### src/rtl/audio_note_sequencer_pkg.sv
// Shared constants, entry layout and FSM encoding for the note sequencer.
// Start addresses and field offsets for the audio_seq_rom note table.
package audio_note_sequencer_pkg;

   localparam int PERWIDTH       = 16;
   localparam logic PWM_MUTED    = 1'b1;
   localparam int SEQ_DUR_WIDTH  = 8;
   localparam int SEQ_ADDR_WIDTH = 5;

   localparam int ENT_PER_LSB = 0;
   localparam int ENT_DUR_LSB = PERWIDTH;
   localparam int ENT_LOOP    = PERWIDTH + SEQ_DUR_WIDTH;
   localparam int ENT_LAST    = ENT_LOOP + 1;
   localparam int ENT_WIDTH   = ENT_LAST + 1;

   localparam logic [SEQ_ADDR_WIDTH-1:0] SFX0_START = 5'd0;
   localparam logic [SEQ_ADDR_WIDTH-1:0] SFX1_START = 5'd3;
   localparam logic [SEQ_ADDR_WIDTH-1:0] SFX2_START = 5'd5;
   localparam logic [SEQ_ADDR_WIDTH-1:0] SFX3_START = 5'd6;

   typedef enum logic [1:0] {
      SEQ_IDLE  = 2'd0,
      SEQ_FETCH = 2'd1,
      SEQ_PLAY  = 2'd2
   } seq_state_e;

   typedef struct packed {
      logic                     last;
      logic                     loop;
      logic [SEQ_DUR_WIDTH-1:0] dur;
      logic [PERWIDTH-1:0]      period;
   } seq_entry_t;

   function automatic logic [ENT_WIDTH-1:0] mk_entry(
      input logic last, input logic loop, input int dur, input int per);
      seq_entry_t e;
      e.last   = last;
      e.loop   = loop;
      e.dur    = SEQ_DUR_WIDTH'(dur);
      e.period = PERWIDTH'(per);
      return e;
   endfunction

endpackage

### src/rtl/audio_seq_rom.sv
// Note table with 1-cycle synchronous read, plus per-sfx start table.
// Unused addresses hold a terminating rest so a stray read always ends.
module audio_seq_rom
   import audio_note_sequencer_pkg::*;
(
   input  logic                      clk,
   input  logic [SEQ_ADDR_WIDTH-1:0] addr,
   input  logic [1:0]                sfx_sel,
   output logic [ENT_WIDTH-1:0]      q,
   output logic [SEQ_ADDR_WIDTH-1:0] start_addr
);

   always_comb begin
      start_addr = SFX0_START;
      unique case (sfx_sel)
         2'd0: start_addr = SFX0_START;
         2'd1: start_addr = SFX1_START;
         2'd2: start_addr = SFX2_START;
         2'd3: start_addr = SFX3_START;
         default: start_addr = SFX0_START;
      endcase
   end

   always_ff @(posedge clk) begin
      case (addr)
         5'd0:    q <= mk_entry(1'b0, 1'b0, 2, 1000);
         5'd1:    q <= mk_entry(1'b0, 1'b0, 1, 0);
         5'd2:    q <= mk_entry(1'b1, 1'b0, 3, 500);
         5'd3:    q <= mk_entry(1'b0, 1'b0, 4, 800);
         5'd4:    q <= mk_entry(1'b1, 1'b0, 4, 900);
         5'd5:    q <= mk_entry(1'b1, 1'b0, 0, 700);
         5'd6:    q <= mk_entry(1'b0, 1'b0, 2, 300);
         5'd7:    q <= mk_entry(1'b1, 1'b1, 2, 350);
         default: q <= mk_entry(1'b1, 1'b0, 1, 0);
      endcase
   end

endmodule

### src/rtl/audio_note_sequencer.sv
// Trigger-driven note sequencer feeding the sawtooth pulsewidth generator.
// Optional AUDIO_SEQ_LOOP_EN adds looping tables and the stop port.
module audio_note_sequencer
   import audio_note_sequencer_pkg::*;
#(
   parameter int TICK_CYCLES = 100000,
   parameter int NUM_SFX     = 4,
   parameter int ROM_DEPTH   = 32,
   parameter int DUR_WIDTH   = 8
) (
   input  logic                clk,
   input  logic                reset,
   input  logic                trigger,
   input  logic [1:0]          sfx_id,
`ifdef AUDIO_SEQ_LOOP_EN
   input  logic                stop,
`endif
   output logic [PERWIDTH-1:0] period,
   output logic                mute,
   output logic                busy,
   output logic                done
);

   localparam int TW = (TICK_CYCLES > 1) ? $clog2(TICK_CYCLES) : 1;
   localparam logic [TW-1:0] TICK_MAX = TW'(TICK_CYCLES - 1);

   seq_state_e                state, state_n;
   logic [SEQ_ADDR_WIDTH-1:0] addr, addr_n, start_addr;
   logic [1:0]                cur_id, cur_id_n, sel;
   logic [TW-1:0]             tick, tick_n;
   logic [DUR_WIDTH-1:0]      dcnt, dcnt_n, dur_last;
   seq_entry_t                cur, cur_n, rom_ent;
   logic [ENT_WIDTH-1:0]      rom_q;
   logic [PERWIDTH-1:0]       period_n;
   logic                      mute_n, busy_n, done_n;
   logic                      take, stop_req, loop_ok;

`ifdef AUDIO_SEQ_LOOP_EN
   assign stop_req = stop;
   assign loop_ok  = 1'b1;
`else
   assign stop_req = 1'b0;
   assign loop_ok  = 1'b0;
`endif

   assign rom_ent  = seq_entry_t'(rom_q);
   assign take     = trigger && (int'(sfx_id) < NUM_SFX)
                     && (state == SEQ_IDLE || sfx_id >= cur_id);
   assign sel      = take ? sfx_id : cur_id;
   assign dur_last = (cur.dur == '0) ? '0 : DUR_WIDTH'(cur.dur - 1'b1);

   audio_seq_rom u_rom (
      .clk        (clk),
      .addr       (addr_n),
      .sfx_sel    (sel),
      .q          (rom_q),
      .start_addr (start_addr)
   );

   always_comb begin
      state_n  = state;
      addr_n   = addr;
      cur_id_n = cur_id;
      tick_n   = tick;
      dcnt_n   = dcnt;
      cur_n    = cur;
      period_n = period;
      mute_n   = mute;
      busy_n   = busy;
      done_n   = 1'b0;
      if (stop_req) begin
         state_n  = SEQ_IDLE;
         tick_n   = '0;
         dcnt_n   = '0;
         period_n = '0;
         mute_n   = PWM_MUTED;
         busy_n   = 1'b0;
      end else if (take) begin
         // Preempt or fresh start: restart from the table head via FETCH.
         state_n  = SEQ_FETCH;
         addr_n   = start_addr;
         cur_id_n = sfx_id;
         tick_n   = '0;
         dcnt_n   = '0;
         busy_n   = 1'b1;
      end else begin
         unique case (state)
            SEQ_FETCH: begin
               state_n  = SEQ_PLAY;
               cur_n    = rom_ent;
               period_n = rom_ent.period;
               mute_n   = (rom_ent.period == '0) ? PWM_MUTED : ~PWM_MUTED;
               tick_n   = '0;
               dcnt_n   = '0;
            end
            SEQ_PLAY: begin
               if (tick != TICK_MAX) begin
                  tick_n = tick + 1'b1;
               end else if (dcnt != dur_last) begin
                  tick_n = '0;
                  dcnt_n = dcnt + 1'b1;
               end else begin
                  tick_n = '0;
                  dcnt_n = '0;
                  if (!cur.last) begin
                     state_n = SEQ_FETCH;
                     addr_n  = (int'(addr) == ROM_DEPTH - 1) ? '0 : addr + 1'b1;
                  end else if (loop_ok && cur.loop) begin
                     state_n = SEQ_FETCH;
                     addr_n  = start_addr;
                  end else begin
                     state_n  = SEQ_IDLE;
                     period_n = '0;
                     mute_n   = PWM_MUTED;
                     busy_n   = 1'b0;
                     done_n   = 1'b1;
                  end
               end
            end
            default: ;
         endcase
      end
   end

   always_ff @(posedge clk) begin
      if (reset) begin
         state  <= SEQ_IDLE;
         addr   <= '0;
         cur_id <= '0;
         tick   <= '0;
         dcnt   <= '0;
         cur    <= '0;
         period <= '0;
         mute   <= PWM_MUTED;
         busy   <= 1'b0;
         done   <= 1'b0;
      end else begin
         state  <= state_n;
         addr   <= addr_n;
         cur_id <= cur_id_n;
         tick   <= tick_n;
         dcnt   <= dcnt_n;
         cur    <= cur_n;
         period <= period_n;
         mute   <= mute_n;
         busy   <= busy_n;
         done   <= done_n;
      end
   end

endmodule

### config.mk
export PLATFORM = sky130hd
export DESIGN_NAME = audio_note_sequencer
export DESIGN_NICKNAME = d
export VERILOG_FILES = /design/src/rtl/audio_note_sequencer_pkg.sv /design/src/rtl/audio_seq_rom.sv /design/src/rtl/audio_note_sequencer.sv
export SDC_FILE = /design/constraint.sdc
export NUM_CORES = 1
export LEC_CHECK = 0
export ABC_AREA = 1
export CORE_MARGIN = 2
export CORE_UTILIZATION = 59
export DETAILED_ROUTE_END_ITERATION = 10
export HOLD_SLACK_MARGIN = 0.03
export MAX_ROUTING_LAYER = met4
export PLACE_DENSITY = 0.89
export SYNTH_ARGS = -nofsm -noshare
export SYNTH_HDL_FRONTEND = slang
export SYNTH_SLANG_ARGS = --single-unit
### constraint.sdc
create_clock -name clk -period 2.9 [get_ports clk]
set_clock_uncertainty 0.2 [all_clocks]
set_input_delay 0.29 -clock clk [delete_from_list [all_inputs] [get_ports clk]]
set_output_delay 0.29 -clock clk [all_outputs]
set_load 0.02 [all_outputs]
==> Word-level counts from Yosys, hierarchy flattened <==
Memories as Yosys holds them, arrays and structs flattened. A register that Yosys moved wholly into a read port is not among the register bits.
Cells that the tools add are included.
{ "classes": {"magnitude_cmp": 1, "bitwise": 2, "muxes": 34, "reduce_logical": 20, "n_eq_ne": 15, "addsub": 4} }
{ "ops": {"columns": ["operator", "n"], "rows": [
  ["two-way mux 16 bit", 3],
  ["one-hot mux 17 bit (2 select lines)", 1],
  ["one-hot mux 16 bit (2 select lines)", 1],
  ["two-way mux 5 bit", 6],
  ["two-way mux 8 bit", 3],
  ["one-hot mux 5 bit (4 select lines)", 1],
  ["adder 17 x 1 -> 17 bit (second input constant)", 1],
  ["two-way mux 17 bit", 1],
  ["inequality test 17 bit (second input constant)", 1],
  ["logical NOT 16 bit", 1],
  ["one-hot mux 8 bit (2 select lines)", 1],
  ["two-way mux 1 bit", 12],
  ["inequality test 2 bit (second input constant)", 5],
  ["adder 8 x 1 -> 8 bit (second input constant)", 1],
  ["logical NOT 8 bit", 1],
  ["inequality test 8 bit", 1],
  ["subtractor 8 x 1 -> 8 bit (second input constant)", 1],
  ["equality test 2 bit (second input constant)", 3],
  ["logical NOT 2 bit", 3],
  ["two-way mux 2 bit", 3],
  ["inequality test 3 bit (second input constant)", 2],
  ["AND reduction 3 bit", 2],
  ["nonzero test 2 bit", 3],
  ["adder 5 x 1 -> 5 bit (second input constant)", 1],
  ["15 further kinds", 18]
]} }
{ "word_totals": {"rom_bits": 112, "memories": 1, "output_inout_bits": 19, "regBits": 88, "word_cells": 90, "inputBits": 5} }
{ "memory_table": {"columns": ["memory", "words", "width", "rd", "rd_clocked_by_memory_dff", "write_ports", "line_no", "source"], "rows": [
  ["(name not given)", 8, 14, 1, 1, 0, "audio_seq_rom.sv:25", "case (addr)"]
]} }

==> Longest topological paths before layout <==
Gate-level depths: netlist (run 1).
{ "logic_depth": {"ltp_word": 9, "ltp_mapped": 18, "ltp_nobuf": 18} }

==> Hierarchy <==
Synthesis (run 1) repeated with hierarchy kept, for this count alone.
{ "hier_totals": {"cells_unflattened": 552, "area_unflattened_um2": 3981.3} }
{ "modules_own_cells": {"columns": ["module", "cells_each", "seq_area_each_um2", "area_per_inst_um2", "instances"], "rows": [
  ["audio_note_sequencer", 467, 1241.2, 3281.9, 1],
  ["audio_seq_rom", 85, 260.2, 699.4, 1]
]} }

==> Least setup slack after synthesis (run 1) <==
Ideal clock, no wire load.
{ "synth_path": {"path_type": "reg-to-reg", "from": "reg cur[16] in the netlist's numbering", "to": "reg u_rom.q[4]", "path_stages_with_launch": 18, "t_required_ns": 2.589, "period_less_slack_ns": 2.402, "arrival_ns": 2.091, "path_slack_ns": 0.498, "path_buffers": 0, "setup_ns": 0.111, "cell_sequence": "dfxtp_1 nor2_2 inv_1 ha_1 nand2_2 nand3_2 nor2_4 nand3_4 nor2_8 nand3_2 nand2_1 nand2_1 nand2_1 nand2_1 ha_1 nand3b_1 nand2_1 nor2_1"} }
{ "synth_between": {"elab_chain_len": 9, "elab_cells_between_ends": 10, "cone_classes": "1 x add/sub; 1 x eq/ne; 5 x mux; 3 x reduce/logical"} }
{ "synth_lines": {"columns": ["item", "line_no", "source"], "rows": [
  ["start, declared", "audio_note_sequencer.sv:32", "seq_entry_t cur, cur_n, rom_ent;"],
  ["start signal, assigned", "audio_note_sequencer.sv:143", "cur <= cur_n;"],
  ["subtractor 8 x 1 -> 8 bit or logical NOT 8 bit (tied branches)", "audio_note_sequencer.sv:50", "assign dur_last = (cur.dur == '0) ? '0 : DUR_WIDTH'(cur.dur - 1'b1);"],
  ["two-way mux 8 bit *", "audio_note_sequencer.sv:50", null],
  ["inequality test 8 bit *", "audio_note_sequencer.sv:99", "end else if (dcnt != dur_last) begin"],
  ["two-way mux 5 bit *", "audio_note_sequencer.sv:99", null],
  ["two-way mux 5 bit *", "audio_note_sequencer.sv:97", "if (tick != TICK_MAX) begin"],
  ["two-way mux 5 bit *", "audio_note_sequencer.sv:87", "unique case (state)"],
  ["two-way mux 5 bit *", "audio_note_sequencer.sv:78", "end else if (take) begin"],
  ["logical NOT 2 bit", "audio_seq_rom.sv:25", null],
  ["logical NOT 1 bit (no line)", null, null],
  ["end, declared", "audio_seq_rom.sv:9", "output logic [ENT_WIDTH-1:0] q,"]
]} }
Mark *: on every way between the ends. The rest lies on a longest branch, timed or not.
A chain may end at the register's enable or synchronous reset.

==> Worst setup path after layout (run 1) <==
{ "layout_path": {"from": "reg cur[18] in the netlist's numbering", "to": "reg u_rom.q[5]"} }
{ "layout_between": {"elab_cells_between_ends": 10, "cone_classes": "1 x add/sub; 1 x eq/ne; 5 x mux; 3 x reduce/logical"} }
{ "layout_lines": {"columns": ["item", "line_no", "source"], "rows": [
  ["subtractor 8 x 1 -> 8 bit or logical NOT 8 bit (tied branches)", "audio_note_sequencer.sv:50", null],
  ["two-way mux 8 bit *", "audio_note_sequencer.sv:50", null],
  ["inequality test 8 bit *", "audio_note_sequencer.sv:99", null],
  ["two-way mux 5 bit *", "audio_note_sequencer.sv:99", null],
  ["two-way mux 5 bit *", "audio_note_sequencer.sv:97", null],
  ["two-way mux 5 bit *", "audio_note_sequencer.sv:87", null],
  ["two-way mux 5 bit *", "audio_note_sequencer.sv:78", null],
  ["named net addr_n[0]", "audio_note_sequencer.sv:28", "logic [SEQ_ADDR_WIDTH-1:0] addr, addr_n, start_addr;"]
]} }
Mark *: on every way through the listed nets, which the timed path passes. The rest lies on a longest branch.

==> results of run 1 <==
[metrics by stage]
stage,hold WS [ns],cell area (um^2)
after floorplan,0.235,3380
after global placement,0.251,3560
after detailed placement,0.255,3560
after CTS,0.271,3810
after global routing,0.300,3810
final,0.264,3810
[final cells by class]
| type | instances | area [um^2] | area share, % |
|---|---|---|---|
| tap | 72 | 90.1 | 2.36 |
| multi-input combinational | 320 | 1790 | 47.0 |
| inverter | 60 | 225 | 5.91 |
| timing repair buffer | 21 | 198 | 5.19 |
| clock inverter | 7 | 120 | 3.15 |
| clock buffer | 9 | 124 | 3.25 |
| sequential | 63 | 1260 | 33.1 |
[registers in the layout (all words and copies together), names as in the netlist]
name	count
tick	17
u_rom.q	13
period	9
dcnt	8
addr	5
cur	4
cur_id	2
state	2
busy	1
done	1
mute	1
[cell usage after synthesis (3+ instances only)]
cell type,number
sky130_fd_sc_hd__nor3_1,17
sky130_fd_sc_hd__nand3_1,29
sky130_fd_sc_hd__o21ai_1,3
sky130_fd_sc_hd__a21oi_1,34
sky130_fd_sc_hd__o21ai_0,11
sky130_fd_sc_hd__clkbuf_1,3
sky130_fd_sc_hd__xor2_1,9
sky130_fd_sc_hd__nor2_1,50
sky130_fd_sc_hd__nand2_1,83
sky130_fd_sc_hd__nor3b_1,3
sky130_fd_sc_hd__nand2_2,8
sky130_fd_sc_hd__inv_1,56
sky130_fd_sc_hd__dfxtp_1,63
sky130_fd_sc_hd__ha_1,17
sky130_fd_sc_hd__nand3_2,7
sky130_fd_sc_hd__buf_4,8
sky130_fd_sc_hd__nor2_2,7
sky130_fd_sc_hd__inv_2,4
sky130_fd_sc_hd__nor2_4,5
sky130_fd_sc_hd__nand4_1,10
[worst register-to-register path, stage by stage (launching register included)]
cell and delay (ns):
sky130_fd_sc_hd__dfxtp_1 0.40, sky130_fd_sc_hd__inv_1 0.09, sky130_fd_sc_hd__ha_1 0.22, sky130_fd_sc_hd__nor2_2 0.16, sky130_fd_sc_hd__nand3_1 0.10, sky130_fd_sc_hd__nand2_1 0.12, sky130_fd_sc_hd__nand3_4 0.11, sky130_fd_sc_hd__nor2_8 0.18
sky130_fd_sc_hd__nand3_2 0.13, sky130_fd_sc_hd__nand2_1 0.09, sky130_fd_sc_hd__nand3_1 0.13, sky130_fd_sc_hd__nand2_2 0.15, sky130_fd_sc_hd__inv_1 0.08, sky130_fd_sc_hd__ha_1 0.21, sky130_fd_sc_hd__inv_1 0.06, sky130_fd_sc_hd__nand3_1 0.08
sky130_fd_sc_hd__a21oi_1 0.14
[path summary, 6_finish.rpt]
path,start,end,slack [ns],depth (start not counted)
worst max-delay path,cur[18],u_rom.q[5],0.19,16
worst min-delay path,busy,busy,0.26,2
worst max register to register,cur[18],u_rom.q[5],0.19,16
worst min register to register,busy,busy,0.26,2
[metal layers]
layer / wire length, um / global-route usage, %
met1: 3090 / 30.0
met2: 3400 / 38.2
met3: 276 / 4.75
met4: 146 / 13.3
met5: 0 / -
[cell families after synthesis]
logic type | share of synthesized area, %
XOR/XNOR | 3.17
AO/OA/AOI/OAI | 8.87
other | 0.112
buffers and inverters | 9.80
adder cells (fa/ha/maj) | 6.33
flip-flops | 37.6
AND/OR/NAND/NOR | 34.2
[power groups by stage]
stage	registers, mW	clock network (mW)	logic, mW
global route	0.990	0.983	0.534
finish	0.982	0.935	0.479
detailed placement	0.999	0	0.473
floorplan	1.02	0	0.333
CTS	0.981	0.942	0.476
global placement	0.997	0	0.458
[what timing repair did]
action                     CTS  global route
gates resized for setup      0             2
setup endpoints to repair    0             1
buffers inserted             0             0
==> impl_metrics.xml, run 1 <==
<?xml version="1.0" encoding="UTF-8"?>
<metrics>
  <group name="die">
    <metric name="rows" unit="">27</metric>
    <metric name="dieArea" unit="um^2">6310</metric>
    <metric name="top_level_ports" unit="">24</metric>
    <metric name="die_h" unit="um">79.4</metric>
    <metric name="initial_core_util" unit="%">61.0</metric>
    <metric name="core_area" unit="um^2">5510</metric>
    <metric name="die_x" unit="um">79.4</metric>
  </group>
  <group name="logic_synthesis">
    <metric name="synth_top_area_share" unit="%">37.6</metric>
    <metric name="total_number_of_yosys_warnings" unit="">0</metric>
    <metric name="yosys-top-cells-area" unit="">sky130_fd_sc_hd__dfxtp_1 38%, sky130_fd_sc_hd__nand2_1 9.3%, sky130_fd_sc_hd__ha_1 6.3%, sky130_fd_sc_hd__inv_1 6.3%, sky130_fd_sc_hd__nor2_1 5.6%</metric>
    <metric name="synth.avg_cell_area" unit="um^2">7.43</metric>
    <metric name="ys_types" unit="">38</metric>
    <metric name="synth-main-ff-cell" unit="">sky130_fd_sc_hd__dfxtp_1</metric>
    <metric name="syn_area" unit="um^2">3360</metric>
    <metric name="synth_sequential_area_ratio" unit="%">37.6</metric>
    <metric name="synth-async-reset-ratio" unit="%">0</metric>
    <metric name="synthesis.instances" unit="">452</metric>
    <metric name="ys_ff_latch" unit="">63</metric>
    <metric name="synth_edf_count" unit="">0</metric>
    <metric name="synth_largest_area_cell" unit="">sky130_fd_sc_hd__dfxtp_1</metric>
  </group>
  <group name="status">
    <metric name="status" unit="">finished clean</metric>
  </group>
  <group name="global_route">
    <metric name="grt_start_max_net_pins" unit="">19</metric>
    <metric name="grt_first_pass_wirelength" unit="mm">11.9</metric>
    <metric name="global_route.overflow_total" unit="">0</metric>
    <metric name="grt_pass1_vias" unit="">2711</metric>
    <metric name="grt_util_all_layers" unit="%">24.5</metric>
    <metric name="antenna_violations_before_repair" unit="">0</metric>
  </group>
  <group name="worst_setup_path">
    <metric name="worst_path_max_delay_cell" unit="">sky130_fd_sc_hd__dfxtp_1</metric>
    <metric name="worst_setup_path_end_kind" unit="">flip-flop</metric>
    <metric name="buf_inv_on_cp" unit="">3</metric>
    <metric name="critical_path_arrival" unit="ns">2.79</metric>
    <metric name="cp_cell_sequence" unit="">inv_1, ha_1, nor2_2, nand3_1, nand2_1, nand3_4, nor2_8, nand3_2, nand2_1, nand3_1, nand2_2, inv_1, ha_1, inv_1, nand3_1, a21oi_1</metric>
    <metric name="critPathLaunchType" unit="">flip-flop</metric>
    <metric name="critPathRequiredTime" unit="ns">2.98</metric>
    <metric name="critical_setup_path_class" unit="">flip-flop to flip-flop</metric>
    <metric name="critical_path.top_delay_family" unit="">simple AND/OR/NAND/NOR gates</metric>
    <metric name="cp_slowest_stage_delay" unit="ns">0.40</metric>
    <metric name="critical_path.max_fanout" unit="">10</metric>
  </group>
  <group name="final_layout">
    <metric name="layout.cells.most_common_list" unit="">82 x sky130_fd_sc_hd__nand2_1, 62 x sky130_fd_sc_hd__dfxtp_1, 56 x sky130_fd_sc_hd__inv_1, 50 x sky130_fd_sc_hd__nor2_1, 34 x sky130_fd_sc_hd__a21oi_1</metric>
    <metric name="layout.filler_cells" unit="">432</metric>
    <metric name="final_cell_utilization_of_the_core" unit="%">69.2</metric>
    <metric name="area_delta_synth_final" unit="%">13.5</metric>
    <metric name="num_antenna_cells" unit="">0</metric>
    <metric name="finish.cell_count_without_fillers" unit="">552</metric>
    <metric name="fraction_of_layout_cells_with_a_size_suffix_above_1" unit="%">12.9</metric>
    <metric name="finish.net_count" unit="">497</metric>
    <metric name="layout.cells.most_common" unit="">sky130_fd_sc_hd__nand2_1</metric>
  </group>
  <group name="power_and_ir_drop">
    <metric name="internal-power" unit="mW">1.68</metric>
    <metric name="net-switching-power" unit="uW">714</metric>
    <metric name="share_clk_of_total_power" unit="%">39.0</metric>
    <metric name="switching_share_of_power" unit="%">29.8</metric>
    <metric name="power.share.sequential" unit="%">41.0</metric>
    <metric name="fin_total_pwr" unit="mW">2.40</metric>
    <metric name="powerDensity" unit="nW/um^2">628</metric>
    <metric name="power_frac_comb" unit="%">20.0</metric>
    <metric name="power_leakage" unit="nW">1.62</metric>
    <metric name="worst_ir_drop_vdd" unit="mV">0.530</metric>
  </group>
  <group name="run">
    <metric name="maxCapViolations" unit="">0</metric>
  </group>
  <group name="cts">
    <metric name="cts_max_level" unit="">3</metric>
    <metric name="clk_root_buffer_cell" unit="">sky130_fd_sc_hd__clkbuf_8</metric>
    <metric name="ctsHoldBuffers" unit="">0</metric>
    <metric name="cts.sink_count" unit="">63</metric>
    <metric name="insertion_delay" unit="ns">0.34</metric>
    <metric name="clock_tree_from_tritoncts" unit="">yes</metric>
    <metric name="clk_pin_slew_worst_paths" unit="ns">0.07</metric>
    <metric name="cts_buffers" unit="">9</metric>
    <metric name="clk_buf_depth" unit="">2</metric>
  </group>
  <group name="placement">
    <metric name="detailedPlacementHpwl" unit="mm">5.02</metric>
    <metric name="place.port_buffers" unit="">16</metric>
    <metric name="gp_routability_congestion" unit="">0.912</metric>
    <metric name="post-place-ws" unit="ns">-0.00820</metric>
    <metric name="place.detailed.instances" unit="">536</metric>
  </group>
  <group name="drt">
    <metric name="drt_drc_violations_left" unit="">0</metric>
    <metric name="detail_route.first_pass.iterations" unit="">5</metric>
    <metric name="route.final.wire_length" unit="mm">6.91</metric>
    <metric name="avgRoutedWirePerCell" unit="um">12.5</metric>
    <metric name="vias_per_cell" unit="">5.32</metric>
    <metric name="via_count" unit="">2934</metric>
    <metric name="antenna_left" unit="">0</metric>
    <metric name="drtIter0Drc" unit="">179</metric>
  </group>
  <group name="timing">
    <metric name="finalSetupTns" unit="ns">0</metric>
    <metric name="grt_setup_unrepaired" unit="">false</metric>
    <metric name="finalSetupViolations" unit="">0</metric>
    <metric name="report.final.hold_viol_count" unit="">0</metric>
    <metric name="final-max-slew-violation-count" unit="">0</metric>
    <metric name="finalCritPeriodShare" unit="%">93.5</metric>
    <metric name="timing_worst_slew_pin_value" unit="ns">0.519</metric>
    <metric name="min_period" unit="ns">2.71</metric>
    <metric name="slew-limit-headroom" unit="%">65.3</metric>
    <metric name="fin_ws" unit="ns">0.187</metric>
    <metric name="maxClockFrequency" unit="MHz">369</metric>
  </group>
  <group name="min_path">
    <metric name="min_path_type" unit="">flip-flop to flip-flop</metric>
  </group>
</metrics>
Power figures use the tool's default switching activity.
==> inputs of run 2 (changes only) <==
--- a/config.mk
+++ b/config.mk
@@ -7,11 +7,12 @@
 export LEC_CHECK = 0
 export ABC_AREA = 1
 export CORE_MARGIN = 2
-export CORE_UTILIZATION = 59
+export CORE_UTILIZATION = 53
 export DETAILED_ROUTE_END_ITERATION = 10
 export HOLD_SLACK_MARGIN = 0.03
 export MAX_ROUTING_LAYER = met4
-export PLACE_DENSITY = 0.89
+export PLACE_DENSITY = 0.85
+export SETUP_SLACK_MARGIN = 0.15
 export SYNTH_ARGS = -nofsm -noshare
 export SYNTH_HDL_FRONTEND = slang
 export SYNTH_SLANG_ARGS = --single-unit
==> constraint.sdc (replaced) <==
create_clock -name clk -period 2.3 [get_ports clk]
set_clock_uncertainty 0.2 [all_clocks]
set_input_delay 0.23 -clock clk [delete_from_list [all_inputs] [get_ports clk]]
set_output_delay 0.23 -clock clk [all_outputs]
set_load 0.02 [all_outputs]
==> run 2 against run 1 <==
- the flow now finishes with violations (setup timing)
- clock-buffer cell count stayed put
- die area up 11%
- hold slack improved by 0.0059 ns
- highest routed layer unchanged
- maximum frequency up 5.9%
- critical path depth down 1
- worst setup slack got worse by 0.45 ns
- core utilization grew 3.3 points
- register-to-register slack worse by 0.45 ns
- power increased by 34%
==> impl_metrics.xml, run 2 (synthesis results as in run 1) <==
<?xml version="1.0" encoding="UTF-8"?>
<metrics>
  <group name="status">
    <metric name="status" unit="">complete, but fails checks</metric>
    <metric name="failed_checks" unit="">setup timing</metric>
  </group>
  <group name="timing">
    <metric name="maxClockFrequency" unit="MHz">390</metric>
    <metric name="min_period" unit="ns">2.56</metric>
    <metric name="whs" unit="ns">0.270</metric>
    <metric name="slew-limit-headroom" unit="%">66.4</metric>
    <metric name="final-max-slew-violation-count" unit="">0</metric>
    <metric name="timing_worst_slew_pin_value" unit="ns">0.500</metric>
    <metric name="fin_ws" unit="ns">-0.262</metric>
    <metric name="finalSetupTns" unit="ns">-2.65</metric>
    <metric name="finalCritPeriodShare" unit="%">111</metric>
    <metric name="grt_setup_unrepaired" unit="">true</metric>
    <metric name="finalSetupViolations" unit="">18</metric>
    <metric name="report.final.hold_viol_count" unit="">0</metric>
  </group>
  <group name="cts">
    <metric name="clk_buf_depth" unit="">2</metric>
    <metric name="clk_pin_slew_worst_paths" unit="ns">0.08</metric>
    <metric name="clk_root_buffer_cell" unit="">sky130_fd_sc_hd__clkbuf_8</metric>
    <metric name="cts_buffers" unit="">9</metric>
    <metric name="insertion_delay" unit="ns">0.37</metric>
    <metric name="cts_max_level" unit="">3</metric>
    <metric name="cts.sink_count" unit="">63</metric>
    <metric name="clock_tree_from_tritoncts" unit="">yes</metric>
  </group>
  <group name="placement">
    <metric name="gp_routability_congestion" unit="">0.878</metric>
    <metric name="place.port_buffers" unit="">16</metric>
    <metric name="place.detailed.instances" unit="">576</metric>
    <metric name="post-place-ws" unit="ns">-0.416</metric>
    <metric name="detailedPlacementHpwl" unit="mm">5.53</metric>
  </group>
  <group name="power_and_ir_drop">
    <metric name="switching_share_of_power" unit="%">34.0</metric>
    <metric name="net-switching-power" unit="mW">1.09</metric>
    <metric name="power_frac_comb" unit="%">29.5</metric>
    <metric name="power_leakage" unit="nW">1.92</metric>
    <metric name="worst_ir_drop_vdd" unit="mV">0.516</metric>
    <metric name="internal-power" unit="mW">2.12</metric>
    <metric name="powerDensity" unit="nW/um^2">709</metric>
    <metric name="power.share.sequential" unit="%">38.8</metric>
    <metric name="share_clk_of_total_power" unit="%">31.7</metric>
  </group>
  <group name="final_layout">
    <metric name="num_antenna_cells" unit="">0</metric>
    <metric name="fraction_of_layout_cells_with_a_size_suffix_above_1" unit="%">31.8</metric>
    <metric name="area_delta_synth_final" unit="%">34.9</metric>
    <metric name="regMostFlops" unit="">tick</metric>
    <metric name="biggestRegsByFlops" unit="">tick: 17 flops, u_rom.q: 13 flops, period: 9 flops</metric>
    <metric name="layout.cells.most_common_list" unit="">64 x sky130_fd_sc_hd__nand2_1, 56 x sky130_fd_sc_hd__dfxtp_1, 49 x sky130_fd_sc_hd__inv_1, 43 x sky130_fd_sc_hd__nor2_1, 39 x sky130_fd_sc_hd__buf_4</metric>
    <metric name="finish.net_count" unit="">546</metric>
    <metric name="layout.cells.most_common" unit="">sky130_fd_sc_hd__nand2_1</metric>
    <metric name="largest_register_ff_count" unit="">17</metric>
    <metric name="finish.cell_count_without_fillers" unit="">606</metric>
  </group>
  <group name="worst_setup_path">
    <metric name="cp_cell_sequence" unit="">buf_4, nor2_1, nand3_1, nand2_2, nand3_4, nor2_8, buf_4, buf_4, nand4_2, nand2_2, nor2_4, nor2_4, buf_12, nand3_2, nand2_1</metric>
    <metric name="critical_path.max_fanout" unit="">10</metric>
    <metric name="critical_setup_path_class" unit="">flip-flop to flip-flop</metric>
    <metric name="worst_setup_path_end_kind" unit="">flip-flop</metric>
    <metric name="critPathRequiredTime" unit="ns">2.41</metric>
    <metric name="critical_path_arrival" unit="ns">2.67</metric>
    <metric name="cp_slowest_stage_delay" unit="ns">0.37</metric>
    <metric name="crit_path_top_cell_by_count" unit="">sky130_fd_sc_hd__buf_4</metric>
    <metric name="worst_path_max_delay_cell" unit="">sky130_fd_sc_hd__dfxtp_4</metric>
    <metric name="critPathLaunchType" unit="">flip-flop</metric>
  </group>
  <group name="drt">
    <metric name="vias_per_cell" unit="">5.65</metric>
    <metric name="detail_route.first_pass.iterations" unit="">5</metric>
    <metric name="via_count" unit="">3422</metric>
    <metric name="drt_drc_violations_left" unit="">0</metric>
    <metric name="drtIter0Drc" unit="">240</metric>
    <metric name="avgRoutedWirePerCell" unit="um">15.6</metric>
    <metric name="route.final.wire_length" unit="mm">9.48</metric>
    <metric name="antenna_left" unit="">0</metric>
  </group>
  <group name="die">
    <metric name="initial_core_util" unit="%">53.8</metric>
    <metric name="die_h" unit="um">83.6</metric>
    <metric name="top_level_ports" unit="">24</metric>
    <metric name="die_x" unit="um">83.6</metric>
    <metric name="dieArea" unit="um^2">6990</metric>
    <metric name="rows" unit="">29</metric>
    <metric name="core_area" unit="um^2">6240</metric>
  </group>
  <group name="global_route">
    <metric name="antenna_violations_before_repair" unit="">0</metric>
    <metric name="grt_start_max_net_pins" unit="">19</metric>
    <metric name="met2_usage" unit="%">43.9</metric>
    <metric name="grt_util_all_layers" unit="%">26.6</metric>
    <metric name="grt_pass1_vias" unit="">3326</metric>
    <metric name="grt.met3_usage" unit="%">6.82</metric>
    <metric name="grt_first_pass_wirelength" unit="mm">14.6</metric>
    <metric name="gr-usage-met1" unit="%">28.1</metric>
    <metric name="global_route.overflow_total" unit="">0</metric>
    <metric name="global_route.peak_usage_layer" unit="">met2</metric>
  </group>
  <group name="run">
    <metric name="maxCapViolations" unit="">0</metric>
  </group>
  <group name="min_path">
    <metric name="min_path_type" unit="">flip-flop to flip-flop</metric>
  </group>
</metrics>
-- run 2: cell count changes in the layout (fill, tap and decap cells not counted), moves of 5 or more --
cell,delta
sky130_fd_sc_hd__nand2_4,+10
sky130_fd_sc_hd__inv_1,-7
sky130_fd_sc_hd__inv_2,+5
sky130_fd_sc_hd__nor2_1,-7
sky130_fd_sc_hd__dfxtp_1,-6
sky130_fd_sc_hd__buf_4,+34
sky130_fd_sc_hd__nand3_1,-6
sky130_fd_sc_hd__nand2_1,-18
sky130_fd_sc_hd__nand2_2,+8
sky130_fd_sc_hd__buf_6,+13
sky130_fd_sc_hd__ha_1,-8
sky130_fd_sc_hd__ha_4,+6
-- run 2: path summary, 6_finish.rpt --
path / endpoint / cells after the start / slack (ns) / start
worst max register to register: u_rom.q[6] / 15 / -0.26 / cur[18]
worst min-delay path: busy / 2 / 0.27 / busy
worst max-delay path: u_rom.q[6] / 15 / -0.26 / cur[18]
worst min register to register: busy / 2 / 0.27 / busy
-- run 2: what timing repair did --
action                     in CTS  in global routing
hold buffers                    0                  0
hold endpoints to repair        0                  0
pin swaps                      25                 28
buffers inserted                8                  6
resized for setup              39                 45
setup endpoints to repair      31                 48
-- run 2: through the flow --
stage                     power [mW]  util (%)  cell area [um^2]
after floorplan                 1.73         -              3430
after global placement          1.98      62.5              3900
after detailed placement        2.01      62.5              3900
after CTS                       3.08      69.5              4340
after global routing            3.34      72.6              4530
final                           3.21      72.6              4530
-- run 2: area by class of cell --
cell class | count | area (um^2)
Tap cell | 77 | 96.3
Inverter | 60 | 230
Multi-Input combinational cell | 320 | 2080
Timing Repair Buffer | 70 | 639
Fill cell | 400 | 1710
Sequential cell | 63 | 1270
Clock buffer | 9 | 124
Clock inverter | 7 | 80.1
-- run 2: routing by layer --
layer,wire length (um),vias to the layer above
met4,572,0
met3,582,66
met1,3690,1592
met5,0,-
li1,-,1603
met2,4640,161
-- run 2: power groups by stage --
stage	clock, mW	combinational, mW	sequential, mW
2_1_floorplan	0	0.445	1.29
3_3_place_gp	0	0.725	1.26
3_5_place_dp	0	0.749	1.26
4_1_cts	1.01	0.831	1.24
5_1_grt	1.08	1.01	1.25
6_report	1.02	0.947	1.25
-- run 2: worst max-delay path, delay by kind of cell (launching register included) --
kind          cells  cell delay (ns)
simple gates     11             1.42
buf+inv           4             0.52
flops             1             0.37
